## config.mk

```make
export PLATFORM = sky130hd
export DESIGN_NAME = mc_main_ctrl
export DESIGN_NICKNAME = d
export VERILOG_FILES = /design/src/rtl/mc_main_ctrl.sv
export SDC_FILE = /design/constraint.sdc
export NUM_CORES = 1
export LEC_CHECK = 0
export BUFFER_PORTS_ARGS = -buffer_cell sky130_fd_sc_hd__buf_2
export CAP_MARGIN = 20
export CORE_MARGIN = 2
export CORE_UTILIZATION = 30
export DETAILED_ROUTE_END_ITERATION = 16
export GPL_ROUTABILITY_DRIVEN = 0
export PLACE_DENSITY = 0.62
export SYNTH_ARGS = -nofsm -noshare
export SYNTH_HDL_FRONTEND = slang
export SYNTH_SLANG_ARGS = --single-unit
export TNS_END_PERCENT = 50
```

## constraint.sdc

```tcl
create_clock -name clk -period 6.19 [get_ports clk]
set_clock_uncertainty 0.15 [all_clocks]
set_input_delay 1.857 -clock clk [delete_from_list [all_inputs] [get_ports clk]]
set_output_delay 1.857 -clock clk [all_outputs]
set_load 0.05 [all_outputs]
```

## src/rtl/mc_main_ctrl.sv

```systemverilog
// Main control FSM for the multi-cycle MIPS datapath: sequences IR/A/B/ALUOut/MDR,
// drives mux selects, write enables and ALU control. Define MC_BNE_EN to decode bne.
module mc_main_ctrl #(
  parameter int CNT_W = 32
) (
  input  logic             clk,
  input  logic             reset,
  input  logic [5:0]       opcode,
  input  logic [5:0]       funct,
  input  logic             zero,
  input  logic             mem_ready,
  output logic             mem_read,
  output logic             mem_write,
  output logic             iord,
  output logic             ir_write,
  output logic             reg_dst,
  output logic             mem_to_reg,
  output logic             reg_write,
  output logic             alu_src_a,
  output logic [1:0]       alu_src_b,
  output logic [2:0]       alu_control,
  output logic [1:0]       pc_src,
  output logic             pc_en,
  output logic [3:0]       state,
  output logic [CNT_W-1:0] instr_count,
  output logic             illegal
);

  typedef enum logic [3:0] {
    S_FETCH  = 4'd0,
    S_DECODE = 4'd1,
    S_MEMADR = 4'd2,
    S_MEMRD  = 4'd3,
    S_MEMWB  = 4'd4,
    S_MEMWR  = 4'd5,
    S_RTEX   = 4'd6,
    S_ALUWB  = 4'd7,
    S_BEQ    = 4'd8,
    S_ADDIEX = 4'd9,
    S_ADDIWB = 4'd10,
    S_JUMP   = 4'd11
  } state_e;

  localparam logic [5:0] OP_RTYPE = 6'b000000;
  localparam logic [5:0] OP_J     = 6'b000010;
  localparam logic [5:0] OP_BEQ   = 6'b000100;
  localparam logic [5:0] OP_BNE   = 6'b000101;
  localparam logic [5:0] OP_ADDI  = 6'b001000;
  localparam logic [5:0] OP_LW    = 6'b100011;
  localparam logic [5:0] OP_SW    = 6'b101011;

  localparam logic [2:0] ALU_ADD = 3'b010;
  localparam logic [2:0] ALU_SUB = 3'b110;
  localparam logic [2:0] ALU_AND = 3'b000;
  localparam logic [2:0] ALU_OR  = 3'b001;
  localparam logic [2:0] ALU_SLT = 3'b111;

`ifdef MC_BNE_EN
  localparam logic BNE_EN = 1'b1;
`else
  localparam logic BNE_EN = 1'b0;
`endif

  logic [3:0] state_q, state_d;
  logic       funct_ok;
  logic [2:0] funct_alu;
  logic       is_bne;
  logic       retire;
  logic       decode_illegal;

  assign state  = state_q;
  assign is_bne = BNE_EN && (opcode == OP_BNE);

  always_comb begin
    funct_ok  = 1'b1;
    funct_alu = ALU_ADD;
    case (funct)
      6'b100000: funct_alu = ALU_ADD;
      6'b100010: funct_alu = ALU_SUB;
      6'b100100: funct_alu = ALU_AND;
      6'b100101: funct_alu = ALU_OR;
      6'b101010: funct_alu = ALU_SLT;
      default:   funct_ok  = 1'b0;
    endcase
  end

  always_comb begin
    // NOTE: every output gets a default before the case so no state can infer a latch.
    state_d     = S_FETCH;
    mem_read    = 1'b0;
    mem_write   = 1'b0;
    iord        = 1'b0;
    ir_write    = 1'b0;
    reg_dst     = 1'b0;
    mem_to_reg  = 1'b0;
    reg_write   = 1'b0;
    alu_src_a   = 1'b0;
    alu_src_b   = 2'b00;
    alu_control = 3'b000;
    pc_src      = 2'b00;
    pc_en       = 1'b0;
    case (state_q)
      S_FETCH: begin
        mem_read    = 1'b1;
        alu_src_b   = 2'b01;
        alu_control = ALU_ADD;
        ir_write    = mem_ready;
        pc_en       = mem_ready;
        state_d     = mem_ready ? S_DECODE : S_FETCH;
      end
      S_DECODE: begin
        alu_src_b   = 2'b11;
        alu_control = ALU_ADD;
        case (opcode)
          OP_LW, OP_SW: state_d = S_MEMADR;
          OP_RTYPE:     state_d = funct_ok ? S_RTEX : S_FETCH;
          OP_BEQ:       state_d = S_BEQ;
          OP_ADDI:      state_d = S_ADDIEX;
          OP_J:         state_d = S_JUMP;
          default:      state_d = is_bne ? S_BEQ : S_FETCH;
        endcase
      end
      S_MEMADR, S_ADDIEX: begin
        alu_src_a   = 1'b1;
        alu_src_b   = 2'b10;
        alu_control = ALU_ADD;
        if (state_q == S_ADDIEX)    state_d = S_ADDIWB;
        else if (opcode == OP_LW)   state_d = S_MEMRD;
        else                        state_d = S_MEMWR;
      end
      S_MEMRD: begin
        mem_read = 1'b1;
        iord     = 1'b1;
        state_d  = mem_ready ? S_MEMWB : S_MEMRD;
      end
      S_MEMWB: begin
        mem_to_reg = 1'b1;
        reg_write  = 1'b1;
      end
      S_MEMWR: begin
        mem_write = 1'b1;
        iord      = 1'b1;
        state_d   = mem_ready ? S_FETCH : S_MEMWR;
      end
      S_RTEX: begin
        alu_src_a   = 1'b1;
        alu_control = funct_alu;
        state_d     = S_ALUWB;
      end
      S_ALUWB: begin
        reg_dst   = 1'b1;
        reg_write = 1'b1;
      end
      S_BEQ: begin
        alu_src_a   = 1'b1;
        alu_control = ALU_SUB;
        pc_src      = 2'b01;
        pc_en       = zero ^ is_bne;
      end
      S_ADDIWB: reg_write = 1'b1;
      S_JUMP: begin
        pc_src = 2'b10;
        pc_en  = 1'b1;
      end
      default: state_d = S_FETCH;
    endcase
  end

  // Only the write-back / final states retire; illegal decodes return to FETCH uncounted.
  assign retire = (state_d == S_FETCH) &&
                  ((state_q == S_MEMWB) || (state_q == S_MEMWR) || (state_q == S_ALUWB) ||
                   (state_q == S_BEQ)   || (state_q == S_ADDIWB) || (state_q == S_JUMP));
  assign decode_illegal = (state_q == S_DECODE) && (state_d == S_FETCH);

  always_ff @(posedge clk) begin
    // NOTE: state registers use non-blocking assignments so every flop samples pre-edge values.
    if (reset) begin
      state_q     <= S_FETCH;
      instr_count <= '0;
      illegal     <= 1'b0;
    end else begin
      state_q <= state_d;
      if (retire)         instr_count <= instr_count + CNT_W'(1);
      if (decode_illegal) illegal     <= 1'b1;
    end
  end

endmodule

```

==> metrics.md <==
| Metric | Value |
|---|---|
| Status | `finished, final reports clean` |
| Peak VDD IR | `0.104 mV` |
| Cell Rows | `31` |
| Final Cycle Share | `0.763` |
| Clk_lat worst skew | `0.28 ns` |
| CTS HTree Levels | `2` |
| Max_slew headroom | `0.452` |
| Clock sinks | `37` |
| Worst hold endpoint | `illegal$_SDFFE_PP0P_` |
| Initial antenna violation count | `0` |
| CP arrival | `2.72 ns` |
| Max Freq | `about 210 MHz` |
| # nets final | `347` |
| Layout cells sized above 1 | `0.245` |
| Vias in the first global route | `between 1500 and 2000` |
| Commonest non-fill, non-tap cell in the layout | `buf_2` |
| Maximum Capacitance Violations | `0` |
| Root Buffer | `clkbuf_8` |
| Grt ovf | `0` |
| Critical Path End Type | `primary output` |
| Fillers | `around 780` |
| Mapped Nets | `between 200 and 300` |
| Total GRT Usage | `0.141` |
| 1st-iter DRT viols | `about 140` |
| HP Start | `illegal$_SDFFE_PP0P_` |
| Drc violations | `0` |
| Clock transition at the registers of the reported paths | `0.07 ns` |
| Layout Cell Area excl Fill | `approximately 0.0026 mm^2` |
| Remaining antenna violation count | `0` |
| Synthesis-to-layout area growth | `21.4%` |
| Post-Syn Area | `about 0.0022 mm^2` |
| Setup Fix Bufs, Post-CTS | `0` |
| First-pass GRT wire length | `8980 um` |
| Pin count of the biggest net entering global routing | `39` |
| Leak | `1.06 nW` |
| RSZ-0062 raised after global routing | `false` |
| Via count | `~2200` |
| Setup TNS | `0 ns` |
| R2R depth | `5` |
| RR Endpoint | `instr_count[24]$_SDFFE_PP0P_` |
| Top cell type's share of synthesized area | `0.341` |
| Num ports | `69` |
| Min cycle time layout | `4.72 ns` |
| Hold buffer count at CTS | `0` |
| WP data required | `around 4.2 ns` |
| CP Class | `input pin to primary output` |
| Synth async-reset ratio | `0` |
| CP startpoint kind | `input pin` |
| Endpoints failing hold | `0` |
| Die Ht | `approximately 89 um` |
| TritonCTS clock tree | `done` |
| DP Area | `0.00256 mm^2` |
| DR WL/cell | `between 10 and 15 um` |
| TritonCTS Buffers | `5` |
| Die ar. | `between 0.007 and 0.008 mm^2` |
| I/O Buffers | `68` |
| Yosys reg bits | `37` |
| Worst setup path start | `funct[4]` |
| Worst slew pin tran | `slightly above 0.8 ns` |
| Sequential share of the synthesized area | `0.341` |
| Yosys top cell by area | `dfxtp_1` |
| Hold path depth | `1` |
| Post-cts gate resize count | `0` |
| Reg2Reg Setup Slack | `around 3.3 ns` |
| DP HPWL | `~3900 um` |
| Synthesis warning total | `0` |
| Core ar. | `roughly 0.007 mm^2` |
| Cells after Synth | `~270` |
| Tightest hold margin | `approximately 0.33 ns` |
| Unique masters post-synth | `50` |
| Power Dens Cells | `168 mW/mm^2` |
| Top post-synthesis cells by area | `dfxtp_1 34%, xor2_1 7.3%, nor2_1 5.7%, a21oi_1 4.8%, nand4_1 4.6%` |
| Vias/cell | `roughly 5.2` |
| Commonest cells after routing, fill and taps aside | `68 x buf_2, 37 x dfxtp_1, 33 x nor2_1, 21 x a21oi_1, 18 x xor2_1` |
| Max Transition Viols Final | `0` |
| Synthesized area per cell | `between 7 and 8 um^2` |
| Maximum root-to-sink buffer count | `2` |
| Final setup vio count | `0` |
| Die X | `89.1 um` |
| Most used flip-flop cell after synthesis | `dfxtp_1` |
| First-pass DRT Iterations | `4` |
| CP max FO | `4` |
| Initial core utilization | `0.304` |
| Total Wirelength | `between 5000 and 6000 um` |
| Diode count | `0` |
| EDFF count, synth | `0` |
| Hold/Removal Path Class | `flop to flop` |
| Worst R2R Start | `state[1]$_SDFF_PP0_` |
-- sequential cells by signal (all words and copies together) (netlist names) --
| signal | count |
|---|---|
| instr_count | 32 |
| illegal | 1 |
| state | 4 |
-- cells in the mapped netlist, types with 4 or more instances --
master and n:
a21oi_1 21, nor2_1 33, inv_1 5, and3_1 6
or4_1 10, dfxtp_1 37, nand2_1 15, or3_1 4
o21ai_0 5, and4_1 4, nor2b_1 4, o31ai_1 9
xor2_1 18, clkbuf_1 13, nor3_1 11, nand3_1 8
nand4_1 16, and2_1 6
-- kinds of logic after synthesis --
logic type               share of synthesized area
buffers and inverters                       0.0455
AO/OA/AOI/OAI                                0.168
flip-flops                                   0.341
multiplexers                                0.0138
AND/OR/NAND/NOR                              0.346
adder cells (fa/ha/maj)                    0.00576
XOR/XNOR                                    0.0806
-- where the power goes --
part	switching, W	leakage, nW	internal, W
combinational	0.0000280	0.727	0.0000118
clock	0.0000817	0.0395	0.0000800
sequential	0.00000183	0.298	0.000239
total	0.000112	1.06	0.000331
-- how the worst max path moves through the flow --
stage | to | slack [ns] | depth (start not counted)
3_3_place_gp | alu_control[1] | 1.50 | 6
3_5_place_dp | alu_control[1] | 1.48 | 6
6_report | alu_control[1] | 1.47 | 6
2_1_floorplan | pc_en | 0.71 | 3
4_1_cts | alu_control[1] | 1.47 | 6
5_1_grt | alu_control[1] | 1.37 | 6
-- through the flow --
stage	std cells	utilization	total power, W	setup slack, ns
3_5_place_dp	422	0.358	0.000286	1.48
2_1_floorplan	272	-	0.000272	0.708
5_1_grt	430	0.369	0.000465	1.37
4_1_cts	430	0.369	0.000450	1.47
3_3_place_gp	422	0.358	0.000286	1.50
6_report	430	0.369	0.000442	1.47
-- metal layers --
metal | vias up | share of wire | global-route usage | wire (um)
li1 | 1116 | - | - | -
met1 | 1061 | 0.47 | 0.195 | 2600
met2 | 36 | 0.49 | 0.225 | 2710
met3 | 5 | 0.036 | 0.0332 | 198
met4 | 0 | 0.0056 | 0.0312 | 31
met5 | - | 0 | 0 | 0
-- worst max-delay path, stage by stage --
cell	delay (ns)
buf_2	0.10
nor2b_1	0.23
nand4b_1	0.14
nand2_1	0.08
a21oi_1	0.07
buf_2	0.24
-- final cells by class --
type | count | area, um^2 | share of cell area
multi-input cells | 213 | 1330 | 0.505
flip-flops and latches | 37 | 741 | 0.281
repair buffers | 68 | 340 | 0.129
well taps | 99 | 124 | 0.0470
clock buffers | 8 | 80.1 | 0.0304
inverters | 5 | 18.8 | 0.00712
Note: power is estimated with default switching activity, not from simulation.
